## src/rtl/mii_tx_framer.sv

```systemverilog
// Byte-stream to MII nibble framer: preamble/SFD, data, zero padding, CRC-32 FCS, inter-frame gap.
// State and counters describe the nibble currently on the wire; the next nibble is computed and registered.
module mii_tx_framer #(
   parameter int APPEND_FCS  = 1,
   parameter int MIN_FRAME   = 60,
   parameter int IFG_NIBBLES = 24
) (
   input  logic       ACLK,
   input  logic       ARESET,
   input  logic [7:0] s_axis_tdata,
   input  logic       s_axis_tvalid,
   input  logic       s_axis_tlast,
   output logic       s_axis_tready,
   output logic       mii_tx_en,
   output logic [3:0] mii_txd,
   output logic       busy,
   output logic       underflow
);

   typedef enum logic [2:0] {IDLE, PREAMBLE, DATA, PAD, FCS, IFG, DROP} state_t;

   localparam logic [31:0] CRC_INIT = 32'hFFFF_FFFF;
   localparam logic [15:0] MIN_LEN  = 16'(MIN_FRAME);
   localparam logic [15:0] IFG_LAST = 16'(IFG_NIBBLES - 1);

   function automatic logic [31:0] crc_byte(input logic [31:0] c_in, input logic [7:0] d);
      logic [31:0] c;
      c = c_in ^ {24'h0, d};
      for (int i = 0; i < 8; i++)
         c = c[0] ? ((c >> 1) ^ 32'hEDB8_8320) : (c >> 1);
      return c;
   endfunction

   state_t      state, state_n;
   logic [15:0] cnt, cnt_n;
   logic        hi, hi_n;
   logic [3:0]  data_hi, data_hi_n;
   logic        last_q, last_n;
   logic [15:0] byte_cnt, byte_cnt_n, byte_cnt_inc;
   logic [31:0] crc, crc_n, crc_inv;
   logic        tx_en_n, underflow_n, end_bytes;
   logic [3:0]  txd_n;
   logic [2:0]  fidx;

   assign busy         = (state != IDLE);
   assign byte_cnt_inc = (byte_cnt == 16'hFFFF) ? byte_cnt : byte_cnt + 16'd1;
   assign crc_inv      = ~crc;
   assign fidx         = cnt[2:0] + 3'd1;

   always_comb begin
      state_n       = state;
      cnt_n         = cnt;
      hi_n          = hi;
      data_hi_n     = data_hi;
      last_n        = last_q;
      byte_cnt_n    = byte_cnt;
      crc_n         = crc;
      tx_en_n       = 1'b0;
      txd_n         = 4'h0;
      underflow_n   = 1'b0;
      s_axis_tready = 1'b0;
      end_bytes     = 1'b0;
      case (state)
         IDLE: begin
            if (s_axis_tvalid) begin
               state_n = PREAMBLE;
               cnt_n   = '0;
               tx_en_n = 1'b1;
               txd_n   = 4'h5;
            end
         end
         PREAMBLE: begin
            crc_n      = CRC_INIT;
            byte_cnt_n = '0;
            if (cnt != 16'd15) begin
               cnt_n   = cnt + 16'd1;
               tx_en_n = 1'b1;
               txd_n   = (cnt == 16'd14) ? 4'hD : 4'h5;
            end else begin
               s_axis_tready = 1'b1;
            end
         end
         DATA: begin
            if (!hi) begin
               hi_n    = 1'b1;
               tx_en_n = 1'b1;
               txd_n   = data_hi;
            end else if (!last_q) begin
               s_axis_tready = 1'b1;
            end else begin
               end_bytes = 1'b1;
            end
         end
         PAD: begin
            if (!hi) begin
               hi_n    = 1'b1;
               tx_en_n = 1'b1;
            end else begin
               end_bytes = 1'b1;
            end
         end
         FCS: begin
            if (cnt != 16'd7) begin
               cnt_n   = cnt + 16'd1;
               tx_en_n = 1'b1;
               txd_n   = crc_inv[{fidx, 2'b00} +: 4];
            end else begin
               state_n = IFG;
               cnt_n   = '0;
            end
         end
         IFG: begin
            // A frame already waiting starts straight after the last idle nibble, so the gap is exact.
            if (cnt < IFG_LAST) begin
               cnt_n = cnt + 16'd1;
            end else if (s_axis_tvalid) begin
               state_n = PREAMBLE;
               cnt_n   = '0;
               tx_en_n = 1'b1;
               txd_n   = 4'h5;
            end else begin
               state_n = IDLE;
            end
         end
         DROP: begin
            s_axis_tready = 1'b1;
            if (s_axis_tvalid && s_axis_tlast) begin
               state_n = IFG;
               cnt_n   = '0;
            end
         end
         default: state_n = IDLE;
      endcase

      if (s_axis_tready && state != DROP) begin
         if (s_axis_tvalid) begin
            state_n    = DATA;
            hi_n       = 1'b0;
            data_hi_n  = s_axis_tdata[7:4];
            last_n     = s_axis_tlast;
            byte_cnt_n = byte_cnt_inc;
            crc_n      = crc_byte(crc, s_axis_tdata);
            tx_en_n    = 1'b1;
            txd_n      = s_axis_tdata[3:0];
         end else begin
            state_n     = DROP;
            underflow_n = 1'b1;
         end
      end

      if (end_bytes) begin
         if (byte_cnt < MIN_LEN) begin
            state_n    = PAD;
            hi_n       = 1'b0;
            byte_cnt_n = byte_cnt_inc;
            crc_n      = crc_byte(crc, 8'h00);
            tx_en_n    = 1'b1;
         end else if (APPEND_FCS != 0) begin
            state_n = FCS;
            cnt_n   = '0;
            tx_en_n = 1'b1;
            txd_n   = crc_inv[3:0];
         end else begin
            state_n = IFG;
            cnt_n   = '0;
         end
      end
   end

   always_ff @(posedge ACLK) begin
      if (ARESET) begin
         state     <= IDLE;
         cnt       <= '0;
         hi        <= 1'b0;
         data_hi   <= '0;
         last_q    <= 1'b0;
         byte_cnt  <= '0;
         crc       <= '0;
         mii_tx_en <= 1'b0;
         mii_txd   <= '0;
         underflow <= 1'b0;
      end else begin
         state     <= state_n;
         cnt       <= cnt_n;
         hi        <= hi_n;
         data_hi   <= data_hi_n;
         last_q    <= last_n;
         byte_cnt  <= byte_cnt_n;
         crc       <= crc_n;
         mii_tx_en <= tx_en_n;
         mii_txd   <= txd_n;
         underflow <= underflow_n;
      end
   end

endmodule

```

## config.mk

```make
export PLATFORM = sky130hd
export DESIGN_NAME = mii_tx_framer
export DESIGN_NICKNAME = d
export VERILOG_FILES = /design/src/rtl/mii_tx_framer.sv
export SDC_FILE = /design/constraint.sdc
export NUM_CORES = 1
export LEC_CHECK = 0
export ABC_CLOCK_PERIOD_IN_PS = 3580
export BUFFER_PORTS_ARGS = -buffer_cell sky130_fd_sc_hd__clkbuf_2
export CAP_MARGIN = 20
export CORE_ASPECT_RATIO = 1.4
export CORE_MARGIN = 2
export CORE_UTILIZATION = 60
export CTS_BUF_LIST = sky130_fd_sc_hd__clkbuf_4 sky130_fd_sc_hd__clkbuf_8
export CTS_CLUSTER_DIAMETER = 40
export CTS_CLUSTER_SIZE = 16
export DETAILED_ROUTE_END_ITERATION = 16
export HOLD_SLACK_MARGIN = 0.03
export PLACE_DENSITY = 0.75
export SLEW_MARGIN = 10
export SYNTH_ARGS = -nofsm -noshare
export SYNTH_HDL_FRONTEND = slang
export SYNTH_SLANG_ARGS = --single-unit
```

## constraint.sdc

```tcl
create_clock -name ACLK -period 3.58 [get_ports ACLK]
set_clock_uncertainty 0.1 [all_clocks]
set_input_delay 0.537 -clock ACLK [delete_from_list [all_inputs] [get_ports ACLK]]
set_output_delay 0.537 -clock ACLK [all_outputs]
set_load 0.005 [all_outputs]
```

; Word-level counts from Yosys, hierarchy flattened
; Index checks and enable logic that the tools add are counted.
[word_totals]
ff_bits = 79
input_bits = 12
out_inout_bits = 8
elab_cells = 139
[classes]
eq_ne = 16
order_cmp = 2
n_shift = 1
mux = 79
n_reduce_logical = 9
add_sub_neg = 3
bitwise = 19
[ops]
columns = cell, n
row1 = $mux 32, 21
row2 = $not 13->14, 16
row3 = $mux 16, 13
row4 = $pmux 16 s5, 1
row5 = $add 16x1->16 const B, 2
row6 = $mux 4, 8
row7 = $not 32->32, 1
row8 = $shiftx 32x6->4, 1
row9 = $xor 32x8->32, 1
row10 = $mux 3, 10
row11 = $mux 1, 21
row12 = $pmux 4 s5, 1
row13 = $eq 16x16->1 const B, 1
row14 = $eq 16x4->1 const B, 1
row15 = $lt 16x5->1 const B, 1
row16 = $lt 16x6->1 const B, 1
row17 = $ne 16x3->1 const B, 1
row18 = $ne 16x4->1 const B, 1
row19 = $ne 4x4->1 const B, 4
row20 = $pmux 3 s5, 1
row21 = $eq 3x3->1 const B, 3
row22 = $eq 3x2->1 const B, 2
row23 = $pmux 1 s5, 1
row24 = $reduce_and 5->1, 1
row25 = 13 further kinds, 15

; Longest topological paths before layout
[depth]
depth_word = 21
ltp_mapped = 9
mapped_depth_nobuf = 7

; Worst setup path before layout
; No wires, ideal clock.
[synth_path]
path_type = register -> register
startpoint = register cnt[8]
endpoint = register state[2]
period_less_slack_ns = 2.793
slack_ns = 0.787
setup_ns = 0.070
required_time_ns = 3.410
path_buffers = 0
path_stages_with_launch = 8
arrival_ns = 2.622
path_cell_list = dfxtp_1 or4_4 or3_4 o41a_1 clkinv_2 o2bb2a_4 or4_1 a21oi_1
[synth_via]
elab_chain_len = 6
word_cells_on_any_way = 14
cone_classes = 1 x order compare / 7 x eq/ne / 4 x mux / 2 x reduce/logical
[synth_rtl]
columns = element, line_no
row1 = from (decl), 35  ; logic [15:0] cnt, cnt_n;
row2 = from (signal assigned), 184  ; cnt <= cnt_n;
row3 = $ne 16x4->1 *, 75  ; if (cnt != 16'd15) begin
row4 = $mux 1 *, 75
row5 = $pmux 1 s3 *, 63  ; case (state)
row6 = named net s_axis_tready, 13  ; output logic s_axis_tready,
row7 = $logic_and 1x1->1 *, 135  ; if (s_axis_tready && state != DROP) begin
row8 = "$ne 4x4->1 (no source line), or another cell as far along", --
row9 = $reduce_and 5->1 (no source line) or $mux 3 (tied branches), --
row10 = to (signal assigned), 183  ; state <= state_n;
row11 = to (decl), 34  ; state_t state, state_n;
; The timed path passes the listed nets; every way through them passes the cells marked *.
; A chain may end at the register's enable or synchronous reset.

; Worst setup path in the final report
[layout_path]
startpoint = register cnt[6]
endpoint = output s_axis_tready
[layout_via]
elab_chain_len = 3
[layout_rtl]
columns = element, line_no
row1 = $ne 16x4->1, 75
row2 = $mux 1, 75
row3 = $pmux 1 s3, 63
row4 = to (decl), 13
; No other way between the ends.

==> metrics.txt <==
run status finished, final reports clean; largest net degree at the start of global routing 31; Crit Path Class reg2out; Area contributors post-synth dfxtp_1 28%, xnor2_1 15%, xor2_1 6.3%; Worst Path Buf+Inv 2; Final setup viols 0; Routed Antenna Nets 0; drt via density 6.713; Synth top area share 0.2828; H-tree levels 3; worst path cell trace or4_1 > or3_4 > o41a_1 > clkinv_2 > clkbuf_2; Setup Fix Bufs, Post-CTS 0; Placer Congestion 0.9568; Post-Syn Instances 677; worst path required time 2940 ps; CTS Hold Bufs 0; CTS root buf clkbuf_8; global route total overflow 0; Worst-Skew Late Latency 360 ps; Vias 5337; HP Class in2reg; slew margin rel. 0.4319; VDD IR max 0.3525 mV; Worst Max-Slew Pin Slew 840.3 ps; ANT cells 0; post-synthesis sequential area ratio 0.2828; IO Port Bufs 19; TritonCTS clock tree built; Max Transition Viols Final 0; delay-heaviest family, CP simple AND/OR/NAND/NOR gates; Crit-path slowest cell or4_1; asr flop ratio synth 0; GRT Total Usage 0.3242; reg2reg end crc[3]; critical path depth 5; #FFs+latches synth 79; layout cells sized above 1 0.1294; Mean Syn Cell Area 8.261 um2; number of synthesis warnings 0; cts repair resizes 0; endpoint class of the critical path primary output; area grow syn2layout 8.680%; final hold vios 0; final setup TNS 0 ps; r2r setup slk 480 ps; Synth cell types 67; fin util 0.6732; CP max FO 7; first-pass GRT wire length 26050 um; clock buffer depth 2; number of global-route vias before repair 5128; Final min period 3134 ps; final hold slack 351.3 ps; number of synthesized flops with an enable pin 0; Iteration-0 DRC Markers 389; crit path from cnt[6]; Worst Reg2Reg Path Length in Cells 8; worst r2r src cnt[6]; wire per inst 20.18 um; number of top-level pins 20; DRC violations left 0; DRT Wirelength 16040 um; # fillers 767; First-pass DRT Iterations 6; initial core utilization 0.6195; syn nets 692; f_max 319.1 MHz; pwr dens 516.5 mW/mm2; initial antenna violation count 0; static leakage 2.064 nW; CP Launch Type flop; Worst-path clk slew 80 ps; Layout Nets 698; top cell type by total area after synthesis dfxtp_1; Die W 85.60 um; CTS buffer count 9; mapped cell area 0.005593 mm2; total core area 0.009029 mm2; dpl hpwl 11290 um; CP arrival 2500 ps; Max Cap Viol 0; Die Ht 118.2 um; Die Footprint 0.01012 mm2; Final period util 0.8754; RSZ-0062 raised after global routing false; Synth Flop Type dfxtp_1; slowest stage delay, CP 610 ps; FP Rows 41; TritonCTS Sinks 79; Worst Setup EP s_axis_tready
## synthesized netlist by cell type, drive strengths merged (6+ instances only)
master and n:
a21oi 58, a211oi 13, a31oi 13, o21ai 21
nand4 7, nor2b 6, a311oi 6, nor2 29
nor3 8, dfxtp 79, inv 8, o221ai 23
nand2 72, nand3 22, mux4 8, buf 8
or3 13, clkbuf 47, xor2 40, xnor2 93
## layout by cell type (no fill, tap or decap), drive strengths merged, types with 21 or more instances in the layout
cell	netlist	final
a21oi	58	58
buf	8	31
clkbuf	47	32
dfxtp	79	79
nand2	72	72
nand3	22	22
nor2	29	29
o21ai	21	21
o221ai	23	23
xnor2	93	93
xor2	40	40
## per-stage QoR
| stage | power, mW | cell area, um2 | worst slack [ps] | std cells |
|---|---|---|---|---|
| after global routing | 3.284 | 6078 | 342.1 | 795 |
| after floorplan | 2.047 | 5593 | 787.3 | 677 |
| after detailed placement | 2.342 | 5839 | 554.9 | 778 |
| after global placement | 2.317 | 5839 | 622.5 | 778 |
| final | 3.139 | 6078 | 446.2 | 795 |
| after CTS | 3.126 | 6071 | 455.3 | 794 |
## how the worst min path moves through the flow
stage	from	to	slack [ps]	cells past startpoint
after floorplan	data_hi[0]	data_hi[0]	340	2
after global placement	data_hi[3]	data_hi[3]	350	2
after detailed placement	data_hi[0]	data_hi[0]	360	2
after CTS	s_axis_tlast	last_q	340	3
after global routing	s_axis_tlast	last_q	370	3
final	s_axis_tlast	last_q	350	3
## layer usage
metal  GRT usage  vias up  part of all wire
met2      0.5317      226              0.51
met5           0        -                 0
met4      0.2044        0             0.059
met1      0.3851     2567              0.38
met3     0.05726       65             0.057
li1            -     2479                 -
## power by group
part / total, mW / internal (mW) / switching [mW]
Clock: 0.786 / 0.446 / 0.340
Sequential: 1.03 / 0.939 / 0.0924
Combinational: 1.32 / 0.636 / 0.686
Total: 3.14 / 2.02 / 1.12
## final cells by class
cell class | count | area [um2] | share of cell area
multi-input cells | 534 | 3769 | 0.6200
flip-flops and latches | 79 | 1582 | 0.2602
repair buffers | 50 | 327.8 | 0.05393
clock buffers | 13 | 166.4 | 0.02738
well taps | 107 | 133.9 | 0.02203
clock inverters | 3 | 65.06 | 0.01070
inverters | 9 | 35.03 | 0.005764
## worst min-delay path: stages
cell and delay, ps:
clkbuf_2 110, nand2_1 60, a21oi_1 60
## flip-flops by register name (all words and copies together), names as in the netlist
register,flops
byte_cnt,16
cnt,16
crc,32
data_hi,4
hi,1
last_q,1
mii_tx_en,1
mii_txd,4
state,3
underflow,1
## kinds of logic after synthesis
| family | Yosys count | share of synthesized area |
|---|---|---|
| AO/OA/AOI/OAI | 191 | 0.2380 |
| XOR/XNOR | 135 | 0.2166 |
| adder cells (fa/ha/maj) | 3 | 0.006712 |
| buffers and inverters | 64 | 0.04474 |
| flip-flops | 79 | 0.2828 |
| multiplexers | 15 | 0.04541 |
| AND/OR/NAND/NOR | 190 | 0.1658 |
Note: power is estimated with default switching activity, not from simulation.
